--- src/rtl/mult_seq_param.sv ---
// mult_seq_param
// Sequential shift-and-add multiplier, WIDTH x WIDTH -> 2*WIDTH, with
// runtime-selectable signed (two's complement) or unsigned operands.
// Magnitudes are multiplied and the sign is applied at the end. The loop
// stops as soon as the remaining multiplier bits are all zero.
//
// Ports:
//   clk          clock, rising edge
//   rst          synchronous active-high reset; aborts any operation
//   init         start request, sampled only while ready=1
//   signed_mode  1 = two's complement operands, 0 = unsigned (sampled with init)
//   op_a         multiplicand (sampled with init)
//   op_b         multiplier (sampled with init)
//   ready        high only in IDLE
//   busy         high in RUN and SIGN
//   done         one-cycle pulse when result becomes valid
//   result       product, held until overwritten by the next operation or rst
//
// state | meaning
// IDLE  | waiting for init; operands are latched on init
// RUN   | one shift-and-add iteration per cycle
// SIGN  | apply the sign to the accumulated magnitude
// DONE  | result valid, done pulse
module mult_seq_param #(
    parameter int WIDTH = 32
) (
    input  logic                 clk,
    input  logic                 rst,
    input  logic                 init,
    input  logic                 signed_mode,
    input  logic [WIDTH-1:0]     op_a,
    input  logic [WIDTH-1:0]     op_b,
    output logic                 ready,
    output logic                 busy,
    output logic                 done,
    output logic [2*WIDTH-1:0]   result
);

    typedef enum logic [1:0] {
        IDLE = 2'd0,
        RUN  = 2'd1,
        SIGN = 2'd2,
        DONE = 2'd3
    } state_t;

    localparam logic [WIDTH-1:0]   ONE_W  = {{(WIDTH-1){1'b0}}, 1'b1};
    localparam logic [2*WIDTH-1:0] ONE_2W = {{(2*WIDTH-1){1'b0}}, 1'b1};

    state_t               state;
    logic [2*WIDTH-1:0]   a_reg;
    logic [WIDTH-1:0]     b_reg;
    logic [2*WIDTH-1:0]   acc;
    logic                 neg;

    logic                 neg_a;
    logic                 neg_b;
    logic [WIDTH-1:0]     abs_a;
    logic [WIDTH-1:0]     abs_b;

    // The most negative operand negates to itself, which read as unsigned is
    // exactly its magnitude, so no extra bit is needed.
    assign neg_a = signed_mode & op_a[WIDTH-1];
    assign neg_b = signed_mode & op_b[WIDTH-1];
    assign abs_a = neg_a ? (~op_a + ONE_W) : op_a;
    assign abs_b = neg_b ? (~op_b + ONE_W) : op_b;

    always_ff @(posedge clk) begin
        if (rst) begin
            state  <= IDLE;
            a_reg  <= '0;
            b_reg  <= '0;
            acc    <= '0;
            neg    <= 1'b0;
            result <= '0;
            ready  <= 1'b1;
            busy   <= 1'b0;
            done   <= 1'b0;
        end else begin
            case (state)
                IDLE: begin
                    if (init) begin
                        a_reg <= {{WIDTH{1'b0}}, abs_a};
                        b_reg <= abs_b;
                        acc   <= '0;
                        neg   <= neg_a ^ neg_b;
                        state <= RUN;
                        ready <= 1'b0;
                        busy  <= 1'b1;
                    end
                end
                RUN: begin
                    // Product of two WIDTH-bit magnitudes fits in 2*WIDTH bits,
                    // so the accumulator cannot carry out.
                    if (b_reg[0]) begin
                        acc <= acc + a_reg;
                    end
                    a_reg <= a_reg << 1;
                    b_reg <= b_reg >> 1;
                    // Bit 0 is consumed this cycle; stop when nothing above it remains.
                    if (b_reg[WIDTH-1:1] == '0) begin
                        state <= SIGN;
                    end
                end
                SIGN: begin
                    result <= neg ? (~acc + ONE_2W) : acc;
                    state  <= DONE;
                    busy   <= 1'b0;
                    done   <= 1'b1;
                end
                DONE: begin
                    done  <= 1'b0;
                    ready <= 1'b1;
                    state <= IDLE;
                end
                default: begin
                    state <= IDLE;
                    ready <= 1'b1;
                    busy  <= 1'b0;
                    done  <= 1'b0;
                end
            endcase
        end
    end

endmodule

--- config.mk ---
export PLATFORM = sky130hd
export DESIGN_NAME = mult_seq_param
export DESIGN_NICKNAME = d
export VERILOG_FILES = /design/src/rtl/mult_seq_param.sv
export SDC_FILE = /design/constraint.sdc
export NUM_CORES = 1
export LEC_CHECK = 0
export ABC_AREA = 1
export BUFFER_PORTS_ARGS = -buffer_cell sky130_fd_sc_hd__buf_2
export CORE_UTILIZATION = 67
export DETAILED_ROUTE_END_ITERATION = 10
export PLACE_DENSITY = 0.86
export SLEW_MARGIN = 20
export SYNTH_ARGS = -nofsm -noshare
export SYNTH_HDL_FRONTEND = slang
export SYNTH_SLANG_ARGS = --single-unit
export TNS_END_PERCENT = 10
--- constraint.sdc ---
create_clock -name clk -period 4.7 [get_ports clk]
set_input_delay 0.94 -clock clk [delete_from_list [all_inputs] [get_ports clk]]
set_output_delay 0.94 -clock clk [all_outputs]
set_load 0.03 [all_outputs]
==> metrics.txt <==
Finished Core Util=74.50%; destination of the critical timing path=acc[2]$_SDFFE_PP0P_; post-route ant nets=0; period utilization=68.44%; P per Cell Area=430.0 mW/mm²; Initial Util=68.44%; post-synthesis register bit count=230; CORE AREA=0.02703 mm²; final WL=60780 µm; DP Cell Count=3634; post-CTS sizing=0; number of DRC markers in iteration 0=2645; ys flop type=dfxtp_1; worst rel slew slack=29.34%; Worst Skew=16.27 ps; Hold/Removal Path Class=reg -> reg; status=completed; Mapped Cells=3253; CTS buffer count=25; largest net degree at the start of global routing=105; hpwl dp=45600 µm; initial antenna violation count=1; first-pass GRT wire length=95970 µm; Synth warnings=0; CP startpoint=state[1]$_SDFFE_PP0P_; Seq/Total Area, Yosys=24.89%; post-route setup slack=1483 ps; # rows=60; IO buf count=134; worst r2r src=state[1]$_SDFFE_PP0P_; CTS H-tree lvls=1; Syn Nets=3392; dominant cells by area after synthesis=dfxtp_1 25%, nand2_1 22%, inv_1 10%; hold_buf cts=0; Fin Setup TNS=0 ps; CP Data Required Time=5100 ps; IR drop worst, VDD=0.3339 mV; share of cells above drive strength 1=7.879%; critical path data arrival time=3610 ps; drt via density=5.868; Hold Vio Cnt, Final=0; Synth top area share=24.89%; largest area contributor in the netlist=dfxtp_1; cell family with most CP delay=compound AO/OA/AOI/OAI gates; Root Buffer=clkbuf_16; TritonCTS clock tree=built; Clock Tree Buf Depth=3; CTS sink count=230; r2r worst-path depth=9; Worst setup EP type=register; flop2flop setup slack=1480 ps; RSZ-0062 raised after global routing=no; Inserted Diodes=0; I/O Pins=135; Pins Over Slew Limit=0; Layout Nets=3459; CP max FO=67; drt drc=0; final setup fails=0; ys async rst share=0%; Total Routing Usage GR=41.95%; die area=0.02828 mm²; number of synthesized flops with an enable pin=0; critical path depth in cells=9; syn_area_per_cell=5.686 µm²; # Post-CTS Setup Buffers=0; Buf/Inv on CP=4; die height=168.2 µm; final worst path period need=3217 ps; # Max-Cap Violations=0; Setup crit start kind=register; f_max=310.9 MHz; Chip Width=168.2 µm; vias in the first global route=19.15k; crit path max-delay cell type=o21ai_4; Post-Layout Cell Count=3679; RR Endpoint=acc[2]$_SDFFE_PP0P_; fill cell count=2341; pre-CTS setup slack=1589 ps; latest clock arrival within the worst-skew pair=560 ps; Final GP Congestion=1.080; post-synthesis cell type count=51; most instantiated cells after synthesis=1066 x nand2_1, 497 x inv_1, 358 x nor2_1; Synth Cell Area=0.01850 mm²; Area Overhead vs Synth=8.847%; most used cell, CP=a21oi_1; crit-path max cell delay=780 ps; LEAKAGE=0.01076 µW; most common cell in the synthesized netlist=nand2_1; Worst Tran Pin Value=1060 ps; worst hold slack=476.6 ps; critical path type=reg -> reg; vias post-DR=21.59k; Routed wire per std cell=16.52 µm; clock-pin slew on the worst setup and hold paths=60 ps; GRT overflow=0; worst path cell trace=inv_1 > ha_1 > o21ai_4 > clkinv_2 > a21oi_1 > inv_2 > buf_4 > a21oi_1 > a211oi_1; drt pass-1 iters=7
layout by cell type, fill, tap and decap left out, drive strengths merged, types with 3 or more instances in the layout:
cell and count:
bufinv 3, ha 70, nor2 376, a21boi 19, xor2 45, buf 144
nand2 1073, a21oi 271, clkbuf 33, inv 511, nand3b 9, o211ai 39
nor4 11, dfxtp 230, nor3 35, nand4 33, nand3 227, clkinv 6
or2 17, o21ai 144, xnor2 4, a31o 4, o21bai 3, o221ai 15
cells by family (layout without fill, tap and decap cells):
logic type	count (synthesis)	after routing	synth area share, %
adder cells (fa/ha/maj)	71	71	4.843
buffers and inverters	614	699	12.66
AO/OA/AOI/OAI	503	503	15.37
AND/OR/NAND/NOR	1786	1786	39.91
XOR/XNOR	49	49	2.320
flip-flops	230	230	24.89
worst min path at each step:
stage                                  from                 endpoint  depth (start not counted)
floorplan            a_reg[63]$_SDFFE_PP0P_   a_reg[63]$_SDFFE_PP0P_                          2
global placement    result[23]$_SDFFE_PP0P_  result[23]$_SDFFE_PP0P_                          2
detailed placement  result[28]$_SDFFE_PP0P_  result[28]$_SDFFE_PP0P_                          2
CTS                 result[28]$_SDFFE_PP0P_  result[28]$_SDFFE_PP0P_                          2
global route         b_reg[31]$_SDFFE_PP0P_   b_reg[31]$_SDFFE_PP0P_                          2
finish              result[28]$_SDFFE_PP0P_  result[28]$_SDFFE_PP0P_                          2
per-stage QoR:
step,area [µm²],total power (µW)
floorplan,18500,5472
global placement,19280,6327
finish,20130,8657
detailed placement,19280,6457
global route,20130,9098
CTS,20130,8556
cell type report:
class	count	area, µm²	area share [%]
Timing Repair Buffer	144	752.0	3.735
Sequential cell	230	4606	22.87
Tap cell	341	426.7	2.119
Inverter	510	1918	9.526
Clock buffer	33	695.7	3.455
Clock inverter	12	162.7	0.8079
Multi-Input combinational cell	2409	11570	57.48
power breakdown:
group,total (µW),switching (µW),internal (µW)
Combinational,3840,2710,1130
Clock,2100,884,1220
Sequential,2720,340,2380
Total,8660,3930,4730
worst register-to-register path, cell delays in order (launching register included):
cell      delay [ps]
dfxtp_1          410
inv_1            110
ha_1             260
o21ai_4          780
clkinv_2         450
a21oi_1          290
inv_2             40
buf_4            370
a21oi_1          280
a211oi_1          60
routing by layer:
metal | vias to the layer above | wire length [µm] | GRT usage (%)
met1 | 9705 | 25140 | 58.31
met3 | 169 | 7507 | 7.029
met2 | 1288 | 26270 | 66.94
met4 | 4 | 1784 | 11.30
li1 | 10421 | - | -
met5 | - | 69 | 1.565
No activity file was read; power rests on OpenSTA's default activity.
